**config.mk**
```make
export PLATFORM = sky130hd
export DESIGN_NAME = pipeline_stall_controller
export DESIGN_NICKNAME = d
export VERILOG_FILES = /design/src/rtl/pipeline_stall_controller_pkg.sv /design/src/rtl/pipeline_stall_controller_sat_counter.sv /design/src/rtl/pipeline_stall_controller.sv
export SDC_FILE = /design/constraint.sdc
export NUM_CORES = 1
export LEC_CHECK = 0
export ABC_AREA = 1
export BUFFER_PORTS_ARGS = -buffer_cell sky130_fd_sc_hd__buf_2
export CORE_MARGIN = 2
export CORE_UTILIZATION = 52
export CTS_CLUSTER_DIAMETER = 60
export DETAILED_ROUTE_END_ITERATION = 7
export PLACE_DENSITY = 0.77
export SKIP_LAST_GASP = 1
export SLEW_MARGIN = 0
export SYNTH_ARGS = -nofsm -noshare
export SYNTH_HDL_FRONTEND = slang
export SYNTH_SLANG_ARGS = --single-unit
```
**constraint.sdc**
```tcl
create_clock -name clk -period 1.6 [get_ports clk]
set_input_delay 0.32 -clock clk [delete_from_list [all_inputs] [get_ports clk]]
set_output_delay 0.32 -clock clk [all_outputs]
set_load 0.005 [all_outputs]
```
**src/rtl/pipeline_stall_controller_pkg.sv**
```systemverilog
// rtl/pipeline_stall_controller_pkg.sv - shared encodings for the pipeline stall/flush sequencer
package pipeline_stall_controller_pkg;

    typedef enum logic [1:0] {
        ST_RUN   = 2'd0,
        ST_DWAIT = 2'd1,
        ST_IWAIT = 2'd2,
        ST_ERROR = 2'd3
    } ctrl_state_t;

    // addi x0, x0, 0 loaded into IF/ID when it is flushed
    localparam logic [31:0] NOP_INSTR = 32'h00000013;

endpackage

```
**src/rtl/pipeline_stall_controller_sat_counter.sv**
```systemverilog
// rtl/pipeline_stall_controller_sat_counter.sv - saturating event counter with synchronous clear
module pipeline_stall_controller_sat_counter #(
    parameter int W = 32
) (
    input  logic         clk,
    input  logic         clear,
    input  logic         inc,
    output logic [W-1:0] count
);

    always_ff @(posedge clk) begin
        if (clear) begin
            count <= '0;
        end else if (inc && (count != {W{1'b1}})) begin
            count <= count + 1'b1;
        end
    end

endmodule

```
**src/rtl/pipeline_stall_controller.sv**
```systemverilog
// rtl/pipeline_stall_controller.sv - stall/flush sequencer for the 5-stage RV32I pipeline
module pipeline_stall_controller
    import pipeline_stall_controller_pkg::*;
#(
    parameter int CNT_W      = 32,
    parameter int WAIT_LIMIT = 255,
    parameter int WAIT_W     = 8
) (
    input  logic             clk,
    input  logic             rst,
    input  logic             load_use_hazard,
    input  logic             branch_taken,
    input  logic             imem_ready,
    input  logic             dmem_req,
    input  logic             dmem_ready,
    output logic             pc_write,
    output logic             pc_redirect,
    output logic             if_id_write,
    output logic             if_id_flush,
    output logic             id_ex_write,
    output logic             id_ex_flush,
    output logic             ex_mem_write,
    output logic             mem_wb_bubble,
    output logic [CNT_W-1:0] stall_count,
    output logic [CNT_W-1:0] flush_count,
    output logic             timeout_err,
    output logic [1:0]       ctrl_state
);

    ctrl_state_t       state, state_nxt;
    logic              discard, discard_nxt;
    logic [WAIT_W-1:0] wait_cnt, wait_cnt_nxt;
    logic              flush_inc;
    logic              dstall;
    logic              wd_hit;

    assign dstall = dmem_req && !dmem_ready;
    assign wd_hit = (WAIT_LIMIT != 0) && (wait_cnt == WAIT_W'(WAIT_LIMIT));

    always_comb begin
        pc_write      = 1'b1;
        pc_redirect   = 1'b0;
        if_id_write   = 1'b1;
        if_id_flush   = 1'b0;
        id_ex_write   = 1'b1;
        id_ex_flush   = 1'b0;
        ex_mem_write  = 1'b1;
        mem_wb_bubble = 1'b0;
        state_nxt     = state;
        discard_nxt   = discard;
        wait_cnt_nxt  = wait_cnt;
        flush_inc     = 1'b0;

        // Inputs are masked while in reset so the pipeline sees a plain RUN cycle
        if (!rst) begin
            case (state)
                ST_RUN: begin
                    if (dstall) begin
                        {pc_write, if_id_write, id_ex_write, ex_mem_write} = 4'b0000;
                        mem_wb_bubble = 1'b1;
                        state_nxt     = ST_DWAIT;
                        wait_cnt_nxt  = '0;
                    end else if (branch_taken) begin
                        pc_redirect = 1'b1;
                        if_id_flush = 1'b1;
                        id_ex_flush = 1'b1;
                        flush_inc   = 1'b1;
                        discard_nxt = !imem_ready;
                        if (!imem_ready) begin
                            state_nxt    = ST_IWAIT;
                            wait_cnt_nxt = '0;
                        end
                    end else if (!imem_ready) begin
                        pc_write     = 1'b0;
                        if_id_flush  = 1'b1;
                        state_nxt    = ST_IWAIT;
                        wait_cnt_nxt = '0;
                    end else if (discard) begin
                        // wrong-path fetch still owed from before a data wait
                        if_id_flush = 1'b1;
                        discard_nxt = 1'b0;
                    end else if (load_use_hazard) begin
                        pc_write    = 1'b0;
                        if_id_write = 1'b0;
                        id_ex_flush = 1'b1;
                    end
                end

                ST_DWAIT: begin
                    {pc_write, if_id_write, id_ex_write, ex_mem_write} = 4'b0000;
                    if (!dmem_ready) begin
                        mem_wb_bubble = 1'b1;
                        if (wd_hit) state_nxt = ST_ERROR;
                        else        wait_cnt_nxt = wait_cnt + 1'b1;
                    end else begin
                        state_nxt = ST_RUN;
                    end
                end

                ST_IWAIT: begin
                    if (dstall) begin
                        {pc_write, if_id_write, id_ex_write, ex_mem_write} = 4'b0000;
                        mem_wb_bubble = 1'b1;
                        state_nxt     = ST_DWAIT;
                        wait_cnt_nxt  = '0;
                    end else if (branch_taken) begin
                        pc_redirect = 1'b1;
                        if_id_flush = 1'b1;
                        id_ex_flush = 1'b1;
                        flush_inc   = 1'b1;
                        if (imem_ready) begin
                            discard_nxt = 1'b0;
                            state_nxt   = ST_RUN;
                        end else begin
                            discard_nxt = 1'b1;
                            if (wd_hit) state_nxt = ST_ERROR;
                            else        wait_cnt_nxt = wait_cnt + 1'b1;
                        end
                    end else if (!imem_ready) begin
                        pc_write    = 1'b0;
                        if_id_flush = 1'b1;
                        if (load_use_hazard) begin
                            if_id_write = 1'b0;
                            id_ex_flush = 1'b1;
                        end
                        if (wd_hit) state_nxt = ST_ERROR;
                        else        wait_cnt_nxt = wait_cnt + 1'b1;
                    end else begin
                        state_nxt = ST_RUN;
                        if (discard) begin
                            if_id_flush = 1'b1;
                            discard_nxt = 1'b0;
                        end else if (load_use_hazard) begin
                            pc_write    = 1'b0;
                            if_id_write = 1'b0;
                            id_ex_flush = 1'b1;
                        end
                    end
                end

                default: begin
                    {pc_write, if_id_write, id_ex_write, ex_mem_write} = 4'b0000;
                end
            endcase
        end
    end

    always_ff @(posedge clk) begin
        if (rst) begin
            state       <= ST_RUN;
            discard     <= 1'b0;
            wait_cnt    <= '0;
            timeout_err <= 1'b0;
        end else begin
            state    <= state_nxt;
            discard  <= discard_nxt;
            wait_cnt <= wait_cnt_nxt;
            if (state_nxt == ST_ERROR) timeout_err <= 1'b1;
        end
    end

    assign ctrl_state = state;

    pipeline_stall_controller_sat_counter #(.W(CNT_W)) u_stall_cnt (
        .clk   (clk),
        .clear (rst),
        .inc   (!rst && (state != ST_ERROR) && !pc_write),
        .count (stall_count)
    );

    pipeline_stall_controller_sat_counter #(.W(CNT_W)) u_flush_cnt (
        .clk   (clk),
        .clear (rst),
        .inc   (flush_inc),
        .count (flush_count)
    );

endmodule

```
Yosys cells after proc, flatten, opt, wreduce, memory -nomap -nowiden
Index checks and enable logic that the tools add are counted.
Widths: inputs -> output; s select.
{"block": "word_totals", "reg_bits": 76, "output_inout_bits": 75, "input_bits": 7}
{"block": "classes", "n_mux": 64, "n_eq_ne": 12, "n_reduce_logical": 15, "n_addsub": 3}
{"cell": "$add 32x1->32 const B", "n": 2}
{"cell": "$ne 32x32->1 const B", "n": 2}
{"cell": "$mux 8", "n": 6}
{"cell": "$mux 1", "n": 45}
{"cell": "$pmux 8 s3", "n": 1}
{"cell": "$mux 2", "n": 7}
{"cell": "$add 8x1->8 const B", "n": 1}
{"cell": "$eq 8x8->1 const B", "n": 1}
{"cell": "$ne 2x2->1 const B", "n": 4}
{"cell": "$pmux 1 s2", "n": 4}
{"cell": "$ne 3x3->1 const B", "n": 2}
{"cell": "$pmux 2 s3", "n": 1}
{"cell": "$logic_and 1x1->1", "n": 5}
{"cell": "$eq 2x2->1 const B", "n": 2}
{"cell": "$logic_not 1->1", "n": 4}
{"cell": "$reduce_and 4->1", "n": 1}
{"cell": "$reduce_and 3->1", "n": 1}
{"cell": "$reduce_bool 3->1", "n": 1}
{"cell": "$eq 2x1->1 const B", "n": 1}
{"cell": "$logic_not 2->1", "n": 1}
{"cell": "$reduce_bool 2->1", "n": 1}
{"cell": "$reduce_or 2->1", "n": 1}

Depth between registers and ports, before layout
{"block": "logic_depth", "word_depth": 10, "depth_mapped": 14}

Hierarchy
A second synthesis with hierarchy kept.
{"block": "unflattened", "hier_cells": 792, "hier_area_um2": 5044.8}
{"mod": "pipeline_stall_controller_sat_counter at u_flush_cnt", "n_inst": 1, "seq_area_each_um2": 640.6, "cells_each": 324, "area_each_um2": 2062.0}
{"mod": "pipeline_stall_controller_sat_counter at u_stall_cnt", "n_inst": 1, "seq_area_each_um2": 640.6, "cells_each": 324, "area_each_um2": 2034.5}
{"mod": "pipeline_stall_controller", "n_inst": 1, "seq_area_each_um2": 240.2, "cells_each": 144, "area_each_um2": 948.4}

Least setup slack after synthesis
OpenSTA, ideal clock, no wires.
{"block": "synth_path", "kind": "reg-to-reg", "start": "register u_stall_cnt.count[0]", "end": "register u_stall_cnt.count[10]", "slack_ps": -164, "t_required_ps": 1468, "arrival_ps": 1632, "stages_incl_launch_ff": 12, "path_cell_list": "dfxtp_1 ha_1 inv_1 nor2_4 nand2_2 nor2_2 nand2_2 nand2_4 inv_2 buf_2 nand2_1 a21oi_1"}
{"block": "synth_between", "elab_chain_cells": 2}
{"item": "start: declaration", "line_no": "pipeline_stall_controller_sat_counter.sv:8", "rtl": "output logic [W-1:0] count"}
{"item": "start signal: assignment", "line_no": "pipeline_stall_controller_sat_counter.sv:15", "rtl": "count <= count + 1'b1;"}
{"item": "parallel branches: the longest is 2 deep, another holds $add 32x1->32"}
Parallel ways; which one is timed is not known.
A chain may end at the register's enable or synchronous reset.

Worst setup path in the final report
{"block": "layout_path", "start": "register state[0], in the netlist ctrl_state[0]", "end": "output port id_ex_flush"}
{"block": "layout_between", "elab_chain_cells": 3}
{"item": "start: declaration", "line_no": "pipeline_stall_controller.sv:30", "rtl": "ctrl_state_t state, state_nxt;"}
{"item": "start signal: assignment", "line_no": "pipeline_stall_controller.sv:155", "rtl": "state <= state_nxt;"}
{"item": "$eq 2x2->1 / $logic_not 2->1 (equally long branches)", "line_no": "pipeline_stall_controller.sv:56", "rtl": "case (state)"}
{"item": "$pmux 1 s2 *", "line_no": "pipeline_stall_controller.sv:56"}
{"item": "$mux 1 *", "line_no": "pipeline_stall_controller.sv:55", "rtl": "if (!rst) begin"}
{"item": "end: declaration", "line_no": "pipeline_stall_controller.sv:21", "rtl": "output logic id_ex_flush,"}
Mark *: on every way between the ends. The rest lies on a longest branch, timed or not.

==> metrics.md <==
| Metric | Value |
|---|---|
| Min Hold Slack | around 0.3 ns |
| Cell Count, Final, Fillers Out | 1204 |
| Yosys top cell area share | 0.299 |
| Synthesis-stage register bit count | 76 |
| Post-synthesis cell area | between 5000 and 6000 sq um |
| Post-synth EDFFs | 0 |
| Pwr per Cell Area | 575 nW/um^2 |
| Number of H-tree levels | 3 |
| Synth warnings | 0 |
| Detailed Place HPWL | 11200 microns |
| Global-route wire length before repair | 24100 microns |
| Vias per cell | 5.29 |
| Max Clk Rate | 0.552 GHz |
| MaxCap Viol Count | 0 |
| Worst slew margin | 0.628 |
| Post-cts hold buffer count | 0 |
| Final worst slack | -0.210 ns |
| Worst setup SP type | flop |
| Fraction of registers with async set/reset | 0 |
| Largest family of logic cells by synthesized area | simple AND/OR/NAND/NOR gates |
| DRC | 0 |
| R2R setup slack | -0.13 ns |
| Post-Synth Simple-Gate Area | 0.449 |
| Clk pin slew, worst setup/hold paths | about 0.08 ns |
| Max-slew violations | 0 |
| Total power | 4.35 mW |
| Worst VDD drop | around 0.00046 V |
| Most common cell in the netlist | nand2_1 |
| Library cells used by synthesis | 27 |
| TritonCTS Buffers | 9 |
| Fill count | 705 |
| Final WL | 17000 microns |
| Leakage | ~3.5 nW |
| Ys flop type | dfxtp_1 |
| Mapped Cells | a little under 900 |
| Routability cong. | 0.970 |
| Initial Util | 0.527 |
| Crit path largest cell delay | approximately 0.34 ns |
| Post-Synth Adder-Cell Area | 0.0172 |
| Period utilization | 1.13 |
| Failing checks | setup timing |
| Final setup fails | 53 |
| Post-DRT Antenna Nets | 0 |
| Worst r2r path cells | 15 |
| WL/cell | between 10 and 15 microns |
| Vias in the first global route | about 5.4k |
| Synth Area in XOR/XNOR | 0.0483 |
| Area Overhead vs Synth | 48.9% |
| Cell taking the most area after synthesis | dfxtp_1 |
| R2R Path End | wait_cnt[4] |
| Commonest cells post-synth | nand2_1, nor2_1, inv_1 |
| Hold EP | discard |
| Clk Latency, worst-skew pair | 0.37 ns |
| Drt initial violations | 350 |
| I/O Buffers | 81 |
| Final-report hold violation count | 0 |
| Die Wd | 103 microns |
| Slowest cell on the critical path | dfxtp_2 |
| CP endpoint kind | primary output |
| Critical Path RT | 1.28 ns |
| Synth top area cells | dfxtp_1, nand2_1, nor2_1, a21oi_1, inv_1 |
| Post-synthesis mux area share | 0 |
| Post-synthesis sequential area ratio | 0.299 |
| Io pins | 82 |
| Net total in the final layout | about 1.1k |
| Synth Area in Compound Gates | 0.0913 |
| Hold_sp | imem_ready |
| Post-DP Area | 6440 sq um |
| RSZ-0062 raised after global routing | true |
| Clock skew | about 0.0080 ns |
| Layout cells sized above 1 | 0.348 |
| Crit Reg-Reg Startpoint | ctrl_state[1] |
| Final min period | 1.81 ns |
| Core Box Area | 9640 sq um |
| Hold depth | 2 |
| Drt pass-1 iters | 7 |
| Pre-CTS setup slack | -0.0847 ns |
| Placed cell count | 1173 |
| Clock sinks | between 70 and 80 |
| Chip Height | 103 microns |
| Status | complete, but fails checks |
| CP max FO | 3 |
| Row count | 36 |
| GRT Total Usage | 0.289 |
| Syn_area_per_cell | 5.85 sq um |
| Clock Tree Buf Depth | 2 |
| ANT cells | 0 |
| CTS tree | done |
| Full die area | 10600 sq um |
| Crit path DAT | 1.49 ns |
| GRT overflow | 0 |
| Syn nets | 883 |
| Worst-path cell chain | inv_4 -> ha_4 -> nand2_2 -> a21oi_1 -> o21a_1 -> buf_2 |
| WS Path Type | flop to primary output |
| Vias | ~6.4k |
| Final Cell Area | 7570 sq um |
| Largest net degree at the start of global routing | 42 |
| Worst-margin pin slew | approximately 0.56 ns |
| Worst hold path type | input port to flop |
| Antenna violations before repair | 0 |
| Root Driver | clkbuf_8 |
-- layout by cell type, fill, tap and decap left out, types with 6 or more instances in the layout --
| master | instances |
|---|---|
| nand3_1 | 38 |
| buf_4 | 105 |
| nand2_1 | 320 |
| clkbuf_8 | 11 |
| inv_1 | 76 |
| nor2_4 | 11 |
| xnor2_1 | 9 |
| buf_6 | 13 |
| nor2_2 | 12 |
| a21oi_1 | 34 |
| buf_2 | 77 |
| nor2_1 | 106 |
| dfxtp_1 | 68 |
| nand2_2 | 14 |
| nand2_4 | 36 |
| ha_4 | 6 |
| a21oi_2 | 34 |
| o21ai_2 | 6 |
| xor2_1 | 18 |
| nand4_1 | 9 |
| inv_4 | 6 |
| o21ai_0 | 10 |
-- kinds of logic after synthesis --
logic type / Yosys count
buf+inv: 110
xor+xnor: 28
flops: 76
compound gates: 91
simple gates: 557
fa+ha+maj: 7
-- where the power goes --
part           switching (mW)  internal (mW)  leakage, nW  total [mW]
sequential             0.0236           1.91        0.618        1.94
combinational           0.460          0.364         2.76       0.824
clock                   0.786          0.802        0.102        1.59
total                    1.27           3.08         3.48        4.35
-- worst max-delay path: cells and delay by family, from the launching register on --
| family | cells | cell delay, ns |
|---|---|---|
| compound gates | 2 | 0.34 |
| fa+ha+maj | 1 | 0.15 |
| buf+inv | 2 | 0.18 |
| flops | 1 | 0.34 |
| simple gates | 1 | 0.09 |
-- repair_timing --
item                                    CTS  global route
pin swaps                                 7            52
gates cloned                              2             3
resized for setup                        43           167
endpoints found under the setup margin   45            82
setup buffers                             5             6
-- how the worst max path moves through the flow --
stage / from / endpoint / cells past startpoint / slack [ns]
2_1_floorplan: ctrl_state[1] / u_flush_cnt.count[16] / 11 / 0.001
3_3_place_gp: ctrl_state[0] / u_stall_cnt.count[13] / 14 / -0.02
3_5_place_dp: ctrl_state[0] / u_stall_cnt.count[2] / 14 / -0.08
4_1_cts: ctrl_state[1] / pc_redirect / 8 / -0.16
5_1_grt: ctrl_state[0] / id_ex_flush / 6 / -0.28
6_report: ctrl_state[0] / id_ex_flush / 6 / -0.21
-- layout make-up --
cell class	instances	area, sq um	area share
multi-input combinational	683	3710	0.490
timing repair buffer	207	1580	0.209
sequential	76	1540	0.203
inverter	89	369	0.0488
tap	133	166	0.0220
clock buffer	12	155	0.0205
clock inverter	4	47.5	0.00628
-- stage by stage --
stage / setup TNS, ns / utilization
3_5_place_dp: -1.70 / 0.668
3_3_place_gp: -0.249 / 0.668
6_report: -4.34 / 0.785
4_1_cts: -1.19 / 0.714
2_1_floorplan: 0 / -
5_1_grt: -10.19 / 0.785
-- routing by layer --
metal / vias to the layer above / share of wire / GRT usage
met2: 288 / 0.49 / 0.494
li1: 3088 / - / -
met1: 2928 / 0.40 / 0.353
met3: 60 / 0.071 / 0.0542
met5: - / 0 / 0
met4: 0 / 0.036 / 0.130
-- registers in the layout (all words and copies together), names as in the netlist --
signal,count
wait_cnt,8
u_flush_cnt.count,32
u_stall_cnt.count,32
timeout_err,1
discard,1
ctrl_state,2
(Power assumes the default switching activity.)
